$ cat src/rtl/ws2812_rx_pkg.sv
// ws_pkg
// Shared definitions for the WS2812 strip receive path: the receiver state
// encoding, the word size of one pixel and the default timing constants that
// the strip driver also uses (all cycle counts at a 48 MHz clock).
package ws_pkg;

   typedef enum logic [1:0] {
      SYNC,
      LOW,
      HIGH
   } rx_state_t;

   localparam int BITS_PER_LED = 24;

   localparam int DEF_THRESH_CYCLES = 29;
   localparam int DEF_MIN_HIGH      = 8;
   localparam int DEF_MAX_HIGH      = 60;
   localparam int DEF_RESET_CYCLES  = 2400;
   localparam int DEF_N_LEDS        = 6;

endpackage

$ cat src/rtl/ws2812_rx_if.sv
// ws2812_rx_if
// Bundles the serial strip line and the decoded pixel/frame outputs of the
// receiver.
//   din         : serial strip data (asynchronous to clk)
//   pixel       : last decoded pixel, first wire bit in bit 23
//   pixel_valid : one-cycle pulse per decoded pixel
//   frame       : last completed frame, first pixel at the MSB end
//   frame_valid : one-cycle pulse when frame updates
//   led_count   : pixels in the last completed frame (saturating)
//   err         : one-cycle pulse on a protocol error
// modport master: the side that drives din and consumes the results.
// modport slave : the receiver itself.
interface ws2812_rx_if #(
   parameter int N_LEDS = 6
);
   import ws_pkg::*;

   logic                           din;
   logic [BITS_PER_LED-1:0]        pixel;
   logic                           pixel_valid;
   logic [BITS_PER_LED*N_LEDS-1:0] frame;
   logic                           frame_valid;
   logic [9:0]                     led_count;
   logic                           err;

   modport master (
      output din,
      input  pixel, pixel_valid, frame, frame_valid, led_count, err
   );

   modport slave (
      input  din,
      output pixel, pixel_valid, frame, frame_valid, led_count, err
   );

endinterface

$ cat src/rtl/ws2812_rx_din_sync.sv
// din_sync
// Brings the asynchronous strip line into the clk domain through two flops
// and keeps one extra delayed copy so edges can be detected.
//   clk, rst : clock and synchronous active-high reset
//   din      : raw strip line
//   din_s    : synchronized level
//   rise     : din_s is high this cycle and was low the cycle before
//   fall     : din_s is low this cycle and was high the cycle before
module din_sync (
   input  logic clk,
   input  logic rst,
   input  logic din,
   output logic din_s,
   output logic rise,
   output logic fall
);

   logic meta_q, meta_d;
   logic sync_q, sync_d;
   logic prev_q, prev_d;

   always_comb begin
      meta_d = din;
      sync_d = meta_q;
      prev_d = sync_q;
   end

   always_ff @(posedge clk) begin
      if (rst) begin
         meta_q <= 1'b0;
         sync_q <= 1'b0;
         prev_q <= 1'b0;
      end else begin
         meta_q <= meta_d;
         sync_q <= sync_d;
         prev_q <= prev_d;
      end
   end

   assign din_s = sync_q;
   assign rise  = sync_q & ~prev_q;
   assign fall  = ~sync_q & prev_q;

endmodule

$ cat src/rtl/ws2812_rx.sv
// ws2812_rx
// WS2812 NRZ receiver. Measures the width of each high pulse on the strip line
// to recover bits, assembles 24-bit pixels, and on a long low (latch) gap
// publishes the pixels collected since the previous gap as a frame.
//   clk, rst : clock and synchronous active-high reset
//   bus      : ws2812_rx_if slave modport (din in; pixel/frame results out)
// After reset or any protocol error the receiver waits for a full latch gap
// before decoding again, so a frame joined part-way through is ignored.
module ws2812_rx
   import ws_pkg::*;
#(
   parameter int THRESH_CYCLES = DEF_THRESH_CYCLES,
   parameter int MIN_HIGH      = DEF_MIN_HIGH,
   parameter int MAX_HIGH      = DEF_MAX_HIGH,
   parameter int RESET_CYCLES  = DEF_RESET_CYCLES,
   parameter int N_LEDS        = DEF_N_LEDS
) (
   input logic        clk,
   input logic        rst,
   ws2812_rx_if.slave bus
);

   localparam int LW = $clog2(RESET_CYCLES + 1);
   localparam logic [LW-1:0] LOW_SAT  = LW'(RESET_CYCLES);
   localparam logic [LW-1:0] LOW_PRE  = LW'(RESET_CYCLES - 1);
   localparam logic [6:0]    HIGH_SAT = 7'(MAX_HIGH + 1);
   localparam logic [6:0]    MIN_H    = 7'(MIN_HIGH);
   localparam logic [6:0]    MAX_H    = 7'(MAX_HIGH);
   localparam logic [6:0]    THR      = 7'(THRESH_CYCLES);

   logic din_s, rise, fall;

   din_sync u_sync (
      .clk   (clk),
      .rst   (rst),
      .din   (bus.din),
      .din_s (din_s),
      .rise  (rise),
      .fall  (fall)
   );

   rx_state_t                           state_q, state_d;
   logic [LW-1:0]                       low_cnt_q, low_cnt_d;
   logic [6:0]                          high_cnt_q, high_cnt_d;
   logic                                gap_q, gap_d;
   logic [BITS_PER_LED-1:0]             shreg_q, shreg_d;
   logic [4:0]                          bit_cnt_q, bit_cnt_d;
   logic [9:0]                          pix_cnt_q, pix_cnt_d;
   logic [N_LEDS-1:0][BITS_PER_LED-1:0] shadow_q, shadow_d;
   logic [BITS_PER_LED-1:0]             pixel_q, pixel_d;
   logic                                pixel_valid_q, pixel_valid_d;
   logic [N_LEDS-1:0][BITS_PER_LED-1:0] frame_q, frame_d;
   logic                                frame_valid_q, frame_valid_d;
   logic [9:0]                          led_count_q, led_count_d;
   logic                                err_q, err_d;
   logic [BITS_PER_LED-1:0]             new_word;
   logic                                rx_error;

   // Next-state logic. gap_q marks the single cycle in which low_cnt has just
   // reached RESET_CYCLES; latch handling happens there, which puts the
   // frame_valid pulse RESET_CYCLES+1 cycles after the last falling edge.
   // Latch handling and the state machine never touch the same registers in
   // the same cycle because gap_q is only ever set while the machine is LOW.
   always_comb begin
      state_d       = state_q;
      low_cnt_d     = low_cnt_q;
      high_cnt_d    = high_cnt_q;
      gap_d         = 1'b0;
      shreg_d       = shreg_q;
      bit_cnt_d     = bit_cnt_q;
      pix_cnt_d     = pix_cnt_q;
      shadow_d      = shadow_q;
      pixel_d       = pixel_q;
      pixel_valid_d = 1'b0;
      frame_d       = frame_q;
      frame_valid_d = 1'b0;
      led_count_d   = led_count_q;
      err_d         = 1'b0;
      rx_error      = 1'b0;
      new_word      = {shreg_q[BITS_PER_LED-2:0], (high_cnt_q >= THR)};

      if (gap_q) begin
         if (pix_cnt_q != 10'd0) begin
            frame_d       = shadow_q;
            led_count_d   = pix_cnt_q;
            frame_valid_d = 1'b1;
            shadow_d      = '0;
            pix_cnt_d     = 10'd0;
         end
         if (bit_cnt_q != 5'd0) begin
            err_d     = 1'b1;
            bit_cnt_d = 5'd0;
            shreg_d   = '0;
         end
      end

      case (state_q)
         SYNC: begin
            if (din_s) begin
               low_cnt_d = '0;
            end else begin
               if (low_cnt_q != LOW_SAT) low_cnt_d = low_cnt_q + LW'(1);
               if (low_cnt_q >= LOW_PRE) state_d = LOW;
            end
         end
         LOW: begin
            if (rise) begin
               state_d    = HIGH;
               high_cnt_d = 7'd1;
            end else begin
               if (low_cnt_q != LOW_SAT) low_cnt_d = low_cnt_q + LW'(1);
               if (low_cnt_q == LOW_PRE) gap_d = 1'b1;
            end
         end
         HIGH: begin
            if (high_cnt_q != HIGH_SAT) high_cnt_d = high_cnt_q + 7'd1;
            if (fall) begin
               low_cnt_d = LW'(1);
               if (high_cnt_q >= MIN_H && high_cnt_q <= MAX_H) begin
                  state_d = LOW;
                  shreg_d = new_word;
                  if (bit_cnt_q == 5'(BITS_PER_LED - 1)) begin
                     pixel_d       = new_word;
                     pixel_valid_d = 1'b1;
                     bit_cnt_d     = 5'd0;
                     // Slot 0 sits at the MSB end; pixels past N_LEDS match no slot.
                     for (int i = 0; i < N_LEDS; i++) begin
                        if (pix_cnt_q == 10'(i)) shadow_d[N_LEDS-1-i] = new_word;
                     end
                     if (pix_cnt_q != 10'h3FF) pix_cnt_d = pix_cnt_q + 10'd1;
                  end else begin
                     bit_cnt_d = bit_cnt_q + 5'd1;
                  end
               end else begin
                  rx_error = 1'b1;
               end
            end else if (high_cnt_q > MAX_H) begin
               low_cnt_d = '0;
               rx_error  = 1'b1;
            end
         end
         default: state_d = SYNC;
      endcase

      // Any malformed pulse throws away everything collected since the last gap.
      if (rx_error) begin
         err_d     = 1'b1;
         shreg_d   = '0;
         bit_cnt_d = 5'd0;
         shadow_d  = '0;
         pix_cnt_d = 10'd0;
         state_d   = SYNC;
      end
   end

   always_ff @(posedge clk) begin
      if (rst) begin
         state_q       <= SYNC;
         low_cnt_q     <= '0;
         high_cnt_q    <= 7'd0;
         gap_q         <= 1'b0;
         shreg_q       <= '0;
         bit_cnt_q     <= 5'd0;
         pix_cnt_q     <= 10'd0;
         shadow_q      <= '0;
         pixel_q       <= '0;
         pixel_valid_q <= 1'b0;
         frame_q       <= '0;
         frame_valid_q <= 1'b0;
         led_count_q   <= 10'd0;
         err_q         <= 1'b0;
      end else begin
         state_q       <= state_d;
         low_cnt_q     <= low_cnt_d;
         high_cnt_q    <= high_cnt_d;
         gap_q         <= gap_d;
         shreg_q       <= shreg_d;
         bit_cnt_q     <= bit_cnt_d;
         pix_cnt_q     <= pix_cnt_d;
         shadow_q      <= shadow_d;
         pixel_q       <= pixel_d;
         pixel_valid_q <= pixel_valid_d;
         frame_q       <= frame_d;
         frame_valid_q <= frame_valid_d;
         led_count_q   <= led_count_d;
         err_q         <= err_d;
      end
   end

   assign bus.pixel       = pixel_q;
   assign bus.pixel_valid = pixel_valid_q;
   assign bus.frame       = frame_q;
   assign bus.frame_valid = frame_valid_q;
   assign bus.led_count   = led_count_q;
   assign bus.err         = err_q;

endmodule

$ cat src/flat_wrapper.sv
// flat-port wrapper written by rule: the top's interface ports become plain ports
module ws2812_rx_flat import ws_pkg::*;
#(
   parameter int THRESH_CYCLES = DEF_THRESH_CYCLES,
   parameter int MIN_HIGH      = DEF_MIN_HIGH,
   parameter int MAX_HIGH      = DEF_MAX_HIGH,
   parameter int RESET_CYCLES  = DEF_RESET_CYCLES,
   parameter int N_LEDS        = DEF_N_LEDS
)
  (clk, rst, bus_din, bus_pixel, bus_pixel_valid, bus_frame, bus_frame_valid, bus_led_count, bus_err);
  ws2812_rx_if #(.N_LEDS(N_LEDS)) bus_i ();
  input logic clk;
  input logic rst;
  input wire logic [$bits(bus_i.din)-1:0] bus_din;
  output wire logic [$bits(bus_i.pixel)-1:0] bus_pixel;
  output wire logic [$bits(bus_i.pixel_valid)-1:0] bus_pixel_valid;
  output wire logic [$bits(bus_i.frame)-1:0] bus_frame;
  output wire logic [$bits(bus_i.frame_valid)-1:0] bus_frame_valid;
  output wire logic [$bits(bus_i.led_count)-1:0] bus_led_count;
  output wire logic [$bits(bus_i.err)-1:0] bus_err;
  assign bus_i.din = bus_din;
  assign bus_pixel = bus_i.pixel;
  assign bus_pixel_valid = bus_i.pixel_valid;
  assign bus_frame = bus_i.frame;
  assign bus_frame_valid = bus_i.frame_valid;
  assign bus_led_count = bus_i.led_count;
  assign bus_err = bus_i.err;
  ws2812_rx #(.THRESH_CYCLES(THRESH_CYCLES), .MIN_HIGH(MIN_HIGH), .MAX_HIGH(MAX_HIGH), .RESET_CYCLES(RESET_CYCLES), .N_LEDS(N_LEDS)) u_core (.clk(clk), .rst(rst), .bus(bus_i));
endmodule
$ cat config.mk
export PLATFORM = sky130hd
export DESIGN_NAME = ws2812_rx_flat
export DESIGN_NICKNAME = d
export VERILOG_FILES = /design/src/rtl/ws2812_rx_pkg.sv /design/src/rtl/ws2812_rx_if.sv /design/src/rtl/ws2812_rx_din_sync.sv /design/src/rtl/ws2812_rx.sv /design/src/flat_wrapper.sv
export SDC_FILE = /design/constraint.sdc
export NUM_CORES = 1
export LEC_CHECK = 0
export BUFFER_PORTS_ARGS = -buffer_cell sky130_fd_sc_hd__buf_2
export CORE_UTILIZATION = 45
export DETAILED_ROUTE_END_ITERATION = 16
export PLACE_DENSITY = 0.66
export SKIP_CTS_REPAIR_TIMING = 1
export SLEW_MARGIN = 20
export SYNTH_ARGS = -nofsm -noshare
export SYNTH_HDL_FRONTEND = slang
export SYNTH_HIERARCHICAL = 1
export SYNTH_SLANG_ARGS = --single-unit
$ cat constraint.sdc
create_clock -name clk -period 3 [get_ports clk]
set_input_delay 0.15 -clock clk [delete_from_list [all_inputs] [get_ports clk]]
set_output_delay 0.15 -clock clk [all_outputs]
set_load 0.05 [all_outputs]
==> flow_summary.toml <==
[status]
status = "finished, final reports clean"

[logic_synthesis]
post_synth_inst_count = 1737
synthesis.nets = 1755
synth-simple-area-share_pct = 23.67
post_synth_xor_area_fraction_pct = 0.6708
synth-seq-cells = 388
fraction_of_the_mapped_netlist_area_in_adder_cells_pct = 1.307
synth_compound_gate_area_share_pct = 15.10
synth.yosys.warnings = 6
sequential_to_total_area_share_from_yosys_stat_pct = 54.09
postSynth.asyncResetShare_pct = 0
synthesis.area_um2 = 14360
synth_edf_count = 0
yosys_most_used_dff = "dfxtp_1"
synth_top_family_by_area = "simple AND/OR/NAND/NOR gates"
avgSynthCellArea_um2 = 8.268
synth.lib_cells_used.distinct = 52
synth_mux_area_share_pct = 0.2875

[cells_and_area]
finalCoreUtilization_pct = 53.61
layout.cells.most_common = "nand2_1"
drive_gt1_share_pct = 15.52
finish.net_count = 1863
postLayoutCellArea_um2 = 16870
areaGrowthSynthToFinish_pct = 17.49
seqCellArea_um2 = 7767
fillCellCount = 2965
most-common-layout-cells = "nand2_1, dfxtp_1, a21oi_1"
area_of_the_multi_input_gates_um2 = 5934
insertedDiodeCount = 0

[worst_setup_path]
setup.worst_path.class = "flop to flop"
cp-end-kind = "flop"
crit_start_category = "flop"
worst-endpoint-arrival_ps = 3080
rrSetupSlack_ps = 390
crit_required_ps = 3460
largest_fanout_on_the_critical_path = 36

[timing]
finalHoldViolations = 0
skew_ps = 21.11
final.min_clock_period_ps = 2614
period_share_pct = 87.14
grt_setup_unrepaired = "no"
timing.final.max_slew_violations = 0
slew_headroom_pct = 48.45
number_of_endpoints_failing_setup_at_the_final_stage = 0
max_freq_mhz = 382.5
fin_tns_setup_ps = 0
tightest_slew_ps = 773.2

[global_route]
global_route.usage.met1_pct = 33.81
grt_overflow = 0
grtUsageMet3_pct = 3.719
grtUsageMet2_pct = 36.77
groute.usage.overall_pct = 23.61
wire_length_of_the_first_global_routing_pass_um = 62620
number_of_global_route_vias_before_repair = 11510
grt_max_degree = 109
top_usage_layer = "met2"
antenna_violations_before_repair = 0

[route]
routed_wirelength_um = 39650
viasPerCell = 5.577
via_count = 12700
route.antenna.remaining_nets = 0
drt_first_iter_violations = 1048
drt-pass1-iter-count = 5
post-route-drc-count = 0
routedWlPerCell_um = 17.41

[min_path]
min_path_type = "input pin to flop"

[placement]
dp_hpwl_um = 25540
placed_cell_area_um2 = 15490
port_buffers = 183
gp_routability_congestion = 0.8031

[clock_network]
clock_tree.buffer_depth = 3
cts_max_level = 2
cts_inserted_buffers = 41
cts-root-buf = "clkbuf_16"
clock_sink_count = 388
cts.reportedPaths.clkPinSlew_ps = 60
clock_latency_at_the_later_pin_of_the_worst_skew_pair_ps = 530
clock_tree_from_tritoncts = "yes"

[floorplanning]
floorplan.die.height_um = 180.6
core.rowCount = 65
dieWidth_um = 180.6
fp.coreArea_um2 = 31470
start_util_pct = 45.63
design.die.area_um2 = 32630
pin_count = 184

[job]
maxCapViolCount = 0

[power_and_ir_drop]
power.density_cell_area_nw_per_um2 = 614.4
vdd.ir_drop.worst_v = 0.0004112
p_leak_nw = 6.219
==> per-stage QoR <==
| step | cells | total power, mW | worst slack, ps | hold slack, ps |
|---|---|---|---|---|
| after floorplan | 1737 | 5.372 | 910.4 | 221.6 |
| after global placement | 2203 | 5.407 | 491.2 | 383.8 |
| after detailed placement | 2203 | 5.407 | 431.6 | 376.7 |
| after CTS | 2276 | 10.46 | 430.9 | -163.3 |
| after global routing | 2277 | 10.69 | 150.2 | 154.3 |
| final | 2277 | 10.37 | 385.9 | 93.42 |
==> power breakdown <==
group	total, mW	internal [mW]	leakage (nW)	switching, mW
Combinational	0.132	0.0268	2.42	0.105
Clock	5.07	3.06	0.670	2.02
Sequential	5.16	5.16	3.12	0.00526
==> kinds of logic (layout without fill, tap and decap cells) <==
| logic type | Yosys count | after routing |
|---|---|---|
| XOR/XNOR | 11 | 11 |
| flip-flops | 388 | 388 |
| adder cells (fa/ha/maj) | 15 | 15 |
| buffers and inverters | 167 | 305 |
| AO/OA/AOI/OAI | 406 | 406 |
| multiplexers | 4 | 4 |
| AND/OR/NAND/NOR | 746 | 746 |
==> area by class of cell <==
type / count / area share (%)
Clock buffer: 60 / 7.163
Multi-Input combinational cell: 1182 / 35.17
Clock inverter: 13 / 0.9491
Timing Repair Buffer: 214 / 7.304
Sequential cell: 388 / 46.03
Tap cell: 402 / 2.981
Inverter: 18 / 0.4004
==> sequential cells by signal, summed over array words and instances (netlist names) <==
| register | cells |
|---|---|
| u_core/bus.pixel | 24 |
| u_core/bus.frame_valid | 1 |
| u_core/high_cnt_q | 7 |
| u_core/state_q | 2 |
| u_core/gap_q | 1 |
| u_core/shadow_q | 144 |
| u_core/pix_cnt_q | 10 |
| u_core/bus.pixel_valid | 1 |
| u_core/shreg_q | 23 |
| u_core/bus.err | 1 |
| u_core/bit_cnt_q | 5 |
| u_core/bus.frame | 144 |
| u_core/u_sync/din_s | 1 |
| u_core/u_sync/meta_q | 1 |
| u_core/low_cnt_q | 12 |
| u_core/u_sync/prev_q | 1 |
| u_core/bus.led_count | 10 |
==> final timing paths <==
path                             start  cells after the start              endpoint
hold reg to reg     u_core/shadow_q[1]                      2   u_core/bus.frame[1]
setup reg to reg  u_core/u_sync/prev_q                      7   u_core/pix_cnt_q[5]
hold / removal                     rst                      2  u_core/u_sync/meta_q
setup / recovery  u_core/u_sync/prev_q                      7   u_core/pix_cnt_q[5]
==> critical path, cell delays in order (launching register included) <==
cell and delay, ps:
dfxtp_1 330, nor2b_1 400, o311ai_2 320, a2111oi_4 330, buf_4 400, nand2_1 180, or4_1 500, nand3_1 90
==> Yosys cell counts, drive strengths merged, types with 2 or more instances <==
| cell type | n | area share (%) |
|---|---|---|
| nor2 | 30 | 0.80 |
| nand2b | 2 | 0.087 |
| nand4 | 134 | 5.8 |
| xor2 | 11 | 0.67 |
| a21o | 3 | 0.16 |
| nor3 | 6 | 0.21 |
| or3 | 2 | 0.087 |
| nor4 | 2 | 0.087 |
| nor4b | 2 | 0.12 |
| buf | 72 | 2.4 |
| a2111o | 2 | 0.16 |
| a211oi | 6 | 0.31 |
| dfxtp | 388 | 54 |
| or2 | 2 | 0.087 |
| mux2i | 3 | 0.21 |
| nand4b | 4 | 0.29 |
| a31o | 2 | 0.12 |
| nand2 | 450 | 12 |
| a21oi | 246 | 8.6 |
| clkbuf | 77 | 2.0 |
| and4b | 2 | 0.14 |
| o221ai | 2 | 0.12 |
| and3 | 7 | 0.30 |
| and4 | 2 | 0.12 |
| nand3 | 84 | 2.9 |
| o21ai | 128 | 4.5 |
| a2111oi | 2 | 0.25 |
| nor2b | 7 | 0.30 |
| or4 | 4 | 0.21 |
| o41ai | 2 | 0.12 |
| o211ai | 2 | 0.10 |
| ha | 15 | 1.3 |
| a31oi | 5 | 0.22 |
| inv | 18 | 0.47 |
| and2 | 4 | 0.17 |
==> metal layers <==
layer | up-vias | share of wire [%]
met4 | 0 | 2.1
li1 | 6205 | -
met1 | 6027 | 46
met3 | 52 | 6.3
met2 | 415 | 45
met5 | - | 0
Power figures use the tool's default switching activity.
